## src/rtl/boundary_exchange_unit_pkg.sv

```systemverilog
// Shared definitions for the boundary exchange path: global stage encoding,
// exchange FSM states and the flit-count helper used on both FPGAs.
package boundary_exchange_unit_pkg;

    localparam int STAGE_WIDTH = 3;

    localparam logic [STAGE_WIDTH-1:0] STAGE_IDLE         = 3'd0;
    localparam logic [STAGE_WIDTH-1:0] STAGE_MEASUREMENT  = 3'd1;
    localparam logic [STAGE_WIDTH-1:0] STAGE_GROW         = 3'd2;
    localparam logic [STAGE_WIDTH-1:0] STAGE_MERGE        = 3'd3;
    localparam logic [STAGE_WIDTH-1:0] STAGE_PEELING      = 3'd4;
    localparam logic [STAGE_WIDTH-1:0] STAGE_WRITE_TO_MEM = 3'd5;

    typedef enum logic [1:0] {
        XCHG_IDLE,
        XCHG_ACTIVE,
        XCHG_DONE
    } xchg_state_t;

    // Both link partners call this so they agree on the flit count.
    function automatic int num_flits(input int payload_width, input int link_width);
        return (payload_width + link_width - 1) / link_width;
    endfunction

endpackage

```

## src/rtl/boundary_exchange_unit_if.sv

```systemverilog
// Inter-FPGA flit link: one valid/ready channel in each direction.
interface boundary_exchange_unit_if #(
    parameter int LINK_WIDTH = 4
);
    logic [LINK_WIDTH-1:0] tx_data;
    logic                  tx_valid;
    logic                  tx_ready;
    logic [LINK_WIDTH-1:0] rx_data;
    logic                  rx_valid;
    logic                  rx_ready;

    modport master (
        output tx_data, tx_valid, rx_ready,
        input  tx_ready, rx_data, rx_valid
    );

    modport slave (
        input  tx_data, tx_valid, rx_ready,
        output tx_ready, rx_data, rx_valid
    );
endinterface

```

## src/rtl/boundary_exchange_unit_link_flit_serializer.sv

```systemverilog
// Loads one payload word and emits it LSB-first as LINK_WIDTH-bit flits,
// advancing only on a valid/ready handshake.
module boundary_exchange_unit_link_flit_serializer #(
    parameter int PAYLOAD_WIDTH = 10,
    parameter int LINK_WIDTH    = 4,
    parameter int NUM_FLITS     = 3
) (
    input  logic                     clk,
    input  logic                     reset,
    input  logic                     load,
    input  logic                     active,
    input  logic [PAYLOAD_WIDTH-1:0] payload,
    input  logic                     ready,
    output logic [LINK_WIDTH-1:0]    data,
    output logic                     valid,
    output logic                     done
);
    localparam int SHIFT_W = NUM_FLITS * LINK_WIDTH;
    localparam int CNT_W   = $clog2(NUM_FLITS + 1);
    localparam logic [CNT_W-1:0] LAST = CNT_W'(NUM_FLITS);

    logic [SHIFT_W-1:0] shift_q;
    logic [CNT_W-1:0]   cnt_q;

    // NOTE: state registers use non-blocking assignments so every flop samples
    // pre-edge values; blocking here would create order-dependent simulation.
    always_ff @(posedge clk) begin
        if (!reset) begin
            shift_q <= '0;
            cnt_q   <= '0;
        end else if (load) begin
            shift_q <= SHIFT_W'(payload);
            cnt_q   <= '0;
        end else if (valid && ready) begin
            shift_q <= shift_q >> LINK_WIDTH;
            cnt_q   <= cnt_q + CNT_W'(1);
        end
    end

    assign data  = shift_q[LINK_WIDTH-1:0];
    assign valid = active && (cnt_q < LAST);
    assign done  = (cnt_q == LAST);

endmodule

```

## src/rtl/boundary_exchange_unit.sv

```systemverilog
// Swaps one boundary PE word with the neighbouring FPGA and presents the far
// side's word, registered and stable, to the support PE.
module boundary_exchange_unit
    import boundary_exchange_unit_pkg::*;
#(
    parameter int ADDRESS_WIDTH = 6,
    parameter int LINK_WIDTH    = 4
) (
    input  logic                         clk,
    input  logic                         reset,
    input  logic [STAGE_WIDTH-1:0]       global_stage,
    input  logic                         start,
    input  logic [ADDRESS_WIDTH+2:0]     local_data,
    input  logic                         local_do_not_store,
    boundary_exchange_unit_if.master     link,
    output logic [ADDRESS_WIDTH+2:0]     spu_data,
    output logic                         spu_do_not_store,
    output logic                         exchange_done,
    output logic                         exchange_error
);
    localparam int EXPOSED_DATA_SIZE = ADDRESS_WIDTH + 3;
    localparam int PAYLOAD_WIDTH     = EXPOSED_DATA_SIZE + 1;
    localparam int NUM_FLITS         = num_flits(PAYLOAD_WIDTH, LINK_WIDTH);
    localparam int BUF_W             = NUM_FLITS * LINK_WIDTH;
    localparam int CNT_W             = $clog2(NUM_FLITS + 1);
    localparam logic [CNT_W-1:0] LAST = CNT_W'(NUM_FLITS);

    xchg_state_t        state_q, state_nxt;
    logic               load, spu_load, err_set;
    logic               tx_done, rx_done;
    logic [BUF_W-1:0]   rx_buf_q;
    logic [CNT_W-1:0]   rx_cnt_q;

    boundary_exchange_unit_link_flit_serializer #(
        .PAYLOAD_WIDTH (PAYLOAD_WIDTH),
        .LINK_WIDTH    (LINK_WIDTH),
        .NUM_FLITS     (NUM_FLITS)
    ) u_serializer (
        .clk     (clk),
        .reset   (reset),
        .load    (load),
        .active  (state_q == XCHG_ACTIVE),
        .payload ({local_do_not_store, local_data}),
        .ready   (link.tx_ready),
        .data    (link.tx_data),
        .valid   (link.tx_valid),
        .done    (tx_done)
    );

    assign link.rx_ready = (state_q == XCHG_ACTIVE) && (rx_cnt_q < LAST);
    assign rx_done       = (rx_cnt_q == LAST);
    assign exchange_done = (state_q == XCHG_DONE);

    always_ff @(posedge clk) begin
        if (!reset) state_q <= XCHG_IDLE;
        else        state_q <= state_nxt;
    end

    // NOTE: every output of this block gets a default first, so no path leaves
    // a signal unassigned and no latch is inferred.
    always_comb begin
        state_nxt = state_q;
        load      = 1'b0;
        spu_load  = 1'b0;
        err_set   = 1'b0;
        case (state_q)
            XCHG_IDLE, XCHG_DONE: begin
                if (start) begin
                    load      = 1'b1;
                    state_nxt = XCHG_ACTIVE;
                end
            end
            XCHG_ACTIVE: begin
                // A restart or an early write stage is flagged but never acted on.
                err_set = start || (global_stage == STAGE_WRITE_TO_MEM);
                if (tx_done && rx_done) begin
                    spu_load  = 1'b1;
                    state_nxt = XCHG_DONE;
                end
            end
            default: state_nxt = XCHG_IDLE;
        endcase
    end

    // NOTE: the small rx buffer is reset like any register so an aborted
    // exchange leaves no stale flits behind.
    always_ff @(posedge clk) begin
        if (!reset) begin
            rx_buf_q <= '0;
            rx_cnt_q <= '0;
        end else if (load) begin
            rx_cnt_q <= '0;
        end else if (link.rx_valid && link.rx_ready) begin
            rx_buf_q[rx_cnt_q*LINK_WIDTH +: LINK_WIDTH] <= link.rx_data;
            rx_cnt_q <= rx_cnt_q + CNT_W'(1);
        end
    end

    always_ff @(posedge clk) begin
        if (!reset) begin
            spu_data         <= '0;
            spu_do_not_store <= 1'b0;
            exchange_error   <= 1'b0;
        end else begin
            if (spu_load) {spu_do_not_store, spu_data} <= rx_buf_q[PAYLOAD_WIDTH-1:0];
            if (err_set)  exchange_error <= 1'b1;
        end
    end

    // Pad bits of the top received flit carry no information.
    generate
        if (BUF_W > PAYLOAD_WIDTH) begin : g_pad
            logic unused_rx_pad;
            assign unused_rx_pad = ^rx_buf_q[BUF_W-1:PAYLOAD_WIDTH];
        end
    endgenerate

endmodule

```

## src/flat_wrapper.sv

```systemverilog
// flat-port wrapper written by rule: the top's interface ports become plain ports
module boundary_exchange_unit_flat import boundary_exchange_unit_pkg::*;
#(
    parameter int ADDRESS_WIDTH = 6,
    parameter int LINK_WIDTH    = 4
)
  (clk, reset, global_stage, start, local_data, local_do_not_store, spu_data, spu_do_not_store, exchange_done, exchange_error, link_tx_data, link_tx_valid, link_rx_ready, link_tx_ready, link_rx_data, link_rx_valid);
  boundary_exchange_unit_if #(.LINK_WIDTH(LINK_WIDTH)) link_i ();
  input  logic clk;
  input  logic reset;
  input  logic [STAGE_WIDTH-1:0] global_stage;
  input  logic start;
  input  logic [ADDRESS_WIDTH+2:0] local_data;
  input  logic local_do_not_store;
  output logic [ADDRESS_WIDTH+2:0] spu_data;
  output logic spu_do_not_store;
  output logic exchange_done;
  output logic exchange_error;
  output wire logic [$bits(link_i.tx_data)-1:0] link_tx_data;
  output wire logic [$bits(link_i.tx_valid)-1:0] link_tx_valid;
  output wire logic [$bits(link_i.rx_ready)-1:0] link_rx_ready;
  input wire logic [$bits(link_i.tx_ready)-1:0] link_tx_ready;
  input wire logic [$bits(link_i.rx_data)-1:0] link_rx_data;
  input wire logic [$bits(link_i.rx_valid)-1:0] link_rx_valid;
  assign link_tx_data = link_i.tx_data;
  assign link_tx_valid = link_i.tx_valid;
  assign link_rx_ready = link_i.rx_ready;
  assign link_i.tx_ready = link_tx_ready;
  assign link_i.rx_data = link_rx_data;
  assign link_i.rx_valid = link_rx_valid;
  boundary_exchange_unit #(.ADDRESS_WIDTH(ADDRESS_WIDTH), .LINK_WIDTH(LINK_WIDTH)) u_core (.clk(clk), .reset(reset), .global_stage(global_stage), .start(start), .local_data(local_data), .local_do_not_store(local_do_not_store), .link(link_i), .spu_data(spu_data), .spu_do_not_store(spu_do_not_store), .exchange_done(exchange_done), .exchange_error(exchange_error));
endmodule
```

## config.mk

```make
export PLATFORM = sky130hd
export DESIGN_NAME = boundary_exchange_unit_flat
export DESIGN_NICKNAME = d
export VERILOG_FILES = /design/src/rtl/boundary_exchange_unit_pkg.sv /design/src/rtl/boundary_exchange_unit_if.sv /design/src/rtl/boundary_exchange_unit_link_flit_serializer.sv /design/src/rtl/boundary_exchange_unit.sv /design/src/flat_wrapper.sv
export SDC_FILE = /design/constraint.sdc
export NUM_CORES = 1
export LEC_CHECK = 0
export BUFFER_PORTS_ARGS = -buffer_cell sky130_fd_sc_hd__buf_2
export CORE_MARGIN = 2
export CORE_UTILIZATION = 40
export DETAILED_ROUTE_END_ITERATION = 6
export GPL_TIMING_DRIVEN = 0
export SETUP_SLACK_MARGIN = 0.2
export SYNTH_ARGS = -nofsm -noshare
export SYNTH_HDL_FRONTEND = slang
export SYNTH_SLANG_ARGS = --single-unit
```

## constraint.sdc

```tcl
create_clock -name clk -period 1.4 [get_ports clk]
set_input_delay 0.14 -clock clk [delete_from_list [all_inputs] [get_ports clk]]
set_output_delay 0.14 -clock clk [all_outputs]
set_load 0.02 [all_outputs]
```

==> results of run 1 <==
-- critical path, delay by kind of cell (launching register included) --
family	cells	cell delay [ps]
buffers and inverters	1	50
adders and majority gates	1	290
muxes	1	130
and+or+nand+nor	2	420
DFF	1	390
-- routing by layer --
layer,track usage [%],vias up,routed length [um]
li1,-,721,-
met1,22.0,650,1710
met2,34.6,30,2190
met3,4.11,2,232
met4,6.75,0,21
met5,0,-,0
-- state kept, by name, summed over array words and instances, names as in the netlist --
register	count
u_core.exchange_error	1
u_core.rx_buf_q	10
u_core.rx_cnt_q	2
u_core.spu_data	9
u_core.spu_do_not_store	1
u_core.state_q	2
u_core.u_serializer.cnt_q	2
u_core.u_serializer.shift_q	10
-- repair_timing --
action                     in CTS  in global routing
hold buffers                    0                  0
resized for setup              41                 33
setup buffers                   6                  3
gates cloned                    2                  0
setup endpoints to repair      36                 37
pin swaps                      13                 24
-- final cells by class --
type                    count  area [um^2]
fillers                   356         1600
repair buffers             49          320
clock buffers               5         68.8
multi-input cells         128         1040
clock inverters             2         35.0
flip-flops and latches     37          758
plain buffers              13          103
well taps                  50         62.6
inverters                   3         16.3
-- cells by family after synthesis --
family / after synthesis / share of synthesized area [%]
compound gates: 31 / 11.9
xor+xnor: 2 / 1.06
fa+ha+maj: 6 / 4.54
buf+inv: 16 / 5.59
flops: 37 / 44.7
mux: 18 / 10.9
simple gates: 71 / 21.2
-- cell usage in the layout, fill, tap and decap left out, types with 3 or more instances in the layout --
cell,n
dfxtp_4,4
nand3_2,6
dfxtp_1,31
nand2_1,30
ha_4,3
a21boi_2,5
nand2_4,6
clkbuf_1,4
buf_6,8
a21boi_1,8
nor2_1,4
o21a_1,3
nand3_1,7
a21oi_1,8
buf_2,36
buf_4,11
mux2i_1,18
clkbuf_8,5
o21ai_0,5
-- how the worst max path moves through the flow --
stage                                            start  slack [ps]                        endpoint  depth (start not counted)
after floorplan                     u_core.rx_cnt_q[0]         170              u_core.rx_cnt_q[1]                          4
after global placement    u_core.u_serializer.cnt_q[0]         -30              u_core.spu_data[1]                          4
after detailed placement  u_core.u_serializer.cnt_q[0]         -30              u_core.spu_data[3]                          4
after CTS                 u_core.u_serializer.cnt_q[1]          80  u_core.u_serializer.shift_q[3]                          5
after global routing                u_core.rx_cnt_q[1]          30              u_core.rx_buf_q[4]                          5
final                               u_core.rx_cnt_q[1]          60              u_core.rx_buf_q[4]                          5
-- metrics by stage --
step | setup slack (ps) | hold WS (ps)
detailed placement | -27.1 | 402
CTS | 82.9 | 82.7
finish | 58.0 | 88.1
global route | 31.3 | 91.8
global placement | -33.8 | 400
floorplan | 171 | 285
-- power groups by stage --
stage          Combinational, mW  Clock [mW]  Sequential [mW]
2_1_floorplan              0.173           0             1.13
3_3_place_gp               0.245           0             1.13
3_5_place_dp               0.254           0             1.14
4_1_cts                    0.297       0.903             1.11
5_1_grt                    0.345       0.948             1.11
6_report                   0.317       0.886             1.11
==> results.yml, run 1 <==
outcome:
  outcome: "completed"
pwr:
  p_sw_share_pct: 24.0
  p_leak_nw: 1.11
  pwr-share-clk_pct: 38.3
  p_int_mw: 1.76
  irDropWorstVdd_mv: 0.464
  power.density_nw_per_um2: 963
  p_switching_mw: 0.556
  seqPwrFrac_pct: 48.0
  total_power_mw: 2.31
  p_comb_share_pct: 13.7
setup_path:
  timing.rr.start: "u_core.rx_cnt_q[1]"
  critical_path.max_stage_delay_ps: 390
  cp_max_fo: 4
  crit_chain: "inv_4, ha_4, and4bb_2, nand3_1, mux2i_1"
  startpoint_type: "register"
  end_kind: "register"
  critPathSlowestCell: "dfxtp_4"
  critical_path_arrival_ps: 1560
  reg2reg_to: "u_core.rx_buf_q[4]"
  worstPathRequired_ps: 1620
  rrSetupSlack_ps: 60
  path_class: "reg2reg"
  reg2reg_depth: 5
floorplan:
  ios: 40
  fp-row-count: 23
  die_w_um: 68.3
  dieArea_um2: 4670
  core-area_um2: 4000
  die_h_um: 68.3
  initial_core_util_pct: 41.4
hold_path:
  min_path_cells: 3
  worstHoldPathType: "in2reg"
  min_from: "local_data[7]"
  holdPathEnd: "u_core.u_serializer.shift_q[7]"
synthesis:
  yosysUniqueCellTypes: 28
  synth-seq-cells: 37
  avgSynthCellArea_um2: 9.15
  synth_area_leader_cell: "dfxtp_1"
  netlist.area_leader.share_pct: 44.7
  syn_area_um2: 1660
  yosys_warnings: 0
  ys_top_cells_by_count: "nand2_1, dfxtp_1, mux2i_1, a21boi_0, nand3_1"
  syn_inst: 181
  yosysSeqAreaShare_pct: 44.7
  synth-edff-count: 0
  synth_ff_type: "dfxtp_1"
  synth-async-reset-ratio_pct: 0
  yosysMostFrequentCell: "nand2_1"
  syn_nets: 209
  synth_top_cells_by_area: "dfxtp_1, mux2i_1, nand2_1"
route:
  initialDrtViolationCount: 50
  wl_mm: 4.16
  vias: 1403
  vias_per_cell: 4.89
  ant_nets: 0
  drc: 0
  firstDrtPassIters: 4
  wl_per_cell_um: 14.5
placement:
  post_dp_cell_area_um2: 1990
  io_buffer_count: 38
  placed_cells: 269
  gp_congestion: 0.721
  place_hpwl_mm: 2.83
sta:
  final_max_slew_viol_count: 0
  min_period_ps: 1340
  setup_viol: 0
  finalSetupTns_ps: 0
  relSlewSlack_pct: 67.7
  tightestPinTransition_ps: 485
  min_period_over_period_pct: 95.9
  finClkSkew_ps: 5.50
  fmax_mhz: 745
  rsz0062_at_grt: "true"
  hold_viol: 0
global_routing:
  grt_overflow: 0
  grt_pass1_wl_mm: 6.49
  grtUsageTotal_pct: 19.1
  grt_max_degree: 12
  grt_pass1_vias: 1407
  antenna_found_initial: 0
clocking:
  clk_pin_slew_ps: 70
  numCtsBuffers: 5
  clockBufferDepth: 2
  cts_tree: "yes"
  worstSkewPairLatency_ps: 290
  root_buffer: "clkbuf_8"
  clock-sinks: 37
  cts_max_level: 2
cells_and_area:
  n_antenna_cell: 0
  final_core_util_pct: 60.1
  area_growth_pct: 45.2
  stdcell_count: 287
  final_area_um2: 2400
  final_nets: 265
  drive_above_1_share_pct: 44.7
run:
  cap_violations: 0
Note: power is estimated with default switching activity, not from simulation.
==> run 2: changes to the inputs <==
--- a/config.mk
+++ b/config.mk
@@ -10,7 +10,6 @@
 export CORE_UTILIZATION = 40
 export DETAILED_ROUTE_END_ITERATION = 6
 export GPL_TIMING_DRIVEN = 0
-export SETUP_SLACK_MARGIN = 0.2
 export SYNTH_ARGS = -nofsm -noshare
 export SYNTH_HDL_FRONTEND = slang
 export SYNTH_SLANG_ARGS = --single-unit
==> constraint.sdc (replaced) <==
create_clock -name clk -period 1.64 [get_ports clk]
set_input_delay 0.164 -clock clk [delete_from_list [all_inputs] [get_ports clk]]
set_output_delay 0.164 -clock clk [all_outputs]
set_load 0.02 [all_outputs]
==> run 2 against run 1 <==
Wire length decreased by 17%. Clock skew is essentially flat. Combinational power is 36% lower. Non-clock buffer count fell by 10. Worst hold slack improved by 32 ps. Sequential share of layout area increased by 4.3 points. Worst setup slack improved by 110 ps. Count of clock-buffer cells in the layout unchanged. Design area shrank 14%. Global-route usage down 1.8 points. Critical endpoint is now u_core.rx_buf_q[0]. Largest power group unchanged.
==> results.yml, run 2 (same netlist as run 1, synthesis figures left out) <==
clocking:
  clock-sinks: 37
  cts_tree: "yes"
  clk_pin_slew_ps: 80
  root_buffer: "clkbuf_8"
  clockBufferDepth: 2
  worstSkewPairLatency_ps: 290
  numCtsBuffers: 5
  cts_max_level: 2
pwr:
  power.density_nw_per_um2: 1010
  p_sw_share_pct: 22.4
  seqPwrFrac_pct: 45.2
  irDropWorstVdd_mv: 0.499
  p_comb_share_pct: 9.7
  p_int_mw: 1.63
  pwr-share-clk_pct: 45.1
  p_leak_nw: 0.957
  p_switching_mw: 0.470
global_routing:
  grtUsageTotal_pct: 17.3
  use_met1_pct: 21.5
  antenna_found_initial: 0
  grt_overflow: 0
  grt_pass1_wl_mm: 5.75
  grt.met3_usage_pct: 5.43
  grtUsageMet2_pct: 26.6
  grt-busiest-layer: "met2"
  grt_pass1_vias: 1239
  grt_max_degree: 13
setup_path:
  end_kind: "register"
  critical_path_arrival_ps: 1700
  startpoint_type: "register"
  worstPathRequired_ps: 1870
  critical_path.max_stage_delay_ps: 410
  cp_max_fo: 7
  crit_start: "u_core.rx_cnt_q[0]"
  critPathSlowestCell: "dfxtp_2"
  timing.rr.start: "u_core.rx_cnt_q[0]"
  crit_chain: "inv_1, ha_1, nor3b_2, nand3_1, mux2i_1"
  path_class: "reg2reg"
floorplan:
  initial_core_util_pct: 41.4
  die_h_um: 68.3
  fp-row-count: 23
  core-area_um2: 4000
  dieArea_um2: 4670
  die_w_um: 68.3
  ios: 40
cells_and_area:
  reg_top3: "u_core.rx_buf_q: 10 flops, u_core.u_serializer.shift_q: 10 flops, u_core.spu_data: 9 flops"
  area_growth_pct: 24.9
  final_core_util_pct: 51.7
  n_antenna_cell: 0
  drive_above_1_share_pct: 27.2
  fill_cells: 389
  final_cell_mix: "buf_2, nand2_1, dfxtp_1"
  final_common_cell: "buf_2"
  final_nets: 255
placement:
  gp_congestion: 0.719
  io_buffer_count: 38
  place_hpwl_mm: 2.52
sta:
  setup_viol: 0
  final_max_slew_viol_count: 0
  finClkSkew_ps: 5.91
  min_period_over_period_pct: 89.9
  hold_viol: 0
  tightestPinTransition_ps: 478
  min_period_ps: 1470
  fmax_mhz: 678
  rsz0062_at_grt: "false"
  finalSetupTns_ps: 0
  relSlewSlack_pct: 68.1
run:
  cap_violations: 0
hold_path:
  worstHoldPathType: "in2reg"
  min_from: "local_data[6]"
route:
  initialDrtViolationCount: 52
  vias_per_cell: 4.83
  firstDrtPassIters: 2
  drc: 0
  vias: 1342
  wl_per_cell_um: 12.4
  wl_mm: 3.46
  ant_nets: 0
outcome:
  outcome: "completed"
## run 2: cell count changes in the layout (fill, tap and decap cells not counted), moves of 4 or more
cell,change
a21boi_0,+13
a21boi_1,-8
a21boi_2,-5
buf_2,+4
buf_4,-4
buf_6,-7
dfxtp_1,+5
dfxtp_4,-4
ha_1,+4
nand2_1,+8
nand2_4,-6
nand3_1,+7
nand3_2,-6
## run 2: power by group through the flow
| stage | Combinational [mW] | Clock [mW] | Sequential [mW] |
|---|---|---|---|
| 2_1_floorplan | 0.137 | 0 | 0.965 |
| 3_3_place_gp | 0.202 | 0 | 0.967 |
| 3_5_place_dp | 0.203 | 0 | 0.968 |
| 4_1_cts | 0.206 | 0.967 | 0.947 |
| 5_1_grt | 0.228 | 1.01 | 0.952 |
| 6_report | 0.204 | 0.945 | 0.948 |
## run 2: what timing repair did
action	CTS	global route
resized for setup	2	2
buffers inserted	0	1
endpoints found under the setup margin	4	21
hold buffers	0	0
hold endpoints to repair	0	0
pin swaps	0	0
## run 2: metrics by stage
step / total power, mW / instances / cell area [um^2] / setup slack, ps / hold WS [ps]
floorplan: 1.10 / 181 / 1660 / 191 / 309
global placement: 1.17 / 269 / 1910 / -2.06 / 423
detailed placement: 1.17 / 269 / 1910 / 11.0 / 431
CTS: 2.12 / 277 / 2050 / -15.2 / 120
global route: 2.19 / 278 / 2070 / 12.2 / 113
finish: 2.10 / 278 / 2070 / 166 / 120
## run 2: critical path, delay by kind of cell, from the launching register on
kind	cells	cell delay, ps
adder cells (fa/ha/maj)	1	350
buffers and inverters	1	100
flip-flops	1	410
multiplexers	1	130
AND/OR/NAND/NOR	2	410
## run 2: final timing paths
check                           depth (start not counted)                        endpoint  slack, ps
worst min register to register                          2              u_core.spu_data[3]        460
worst max register to register                          5              u_core.rx_buf_q[0]        170
worst max-delay path                                    5              u_core.rx_buf_q[0]        170
worst min-delay path                                    3  u_core.u_serializer.shift_q[6]        120
## run 2: final cells by class
class,count,area (um^2),area share [%]
inverters,3,11.3,0.545
clock inverters,3,65.1,3.15
flip-flops and latches,37,742,35.9
plain buffers,13,81.3,3.93
clock buffers,5,68.8,3.33
well taps,50,62.6,3.03
multi-input cells,128,838,40.6
repair buffers,39,198,9.56
## run 2: routing by layer
metal  share of wire (%)  up-vias
li1                    -      703
met1                  48      613
met2                  46       20
met3                 3.9        6
met4                 2.2        0
met5                   0        -
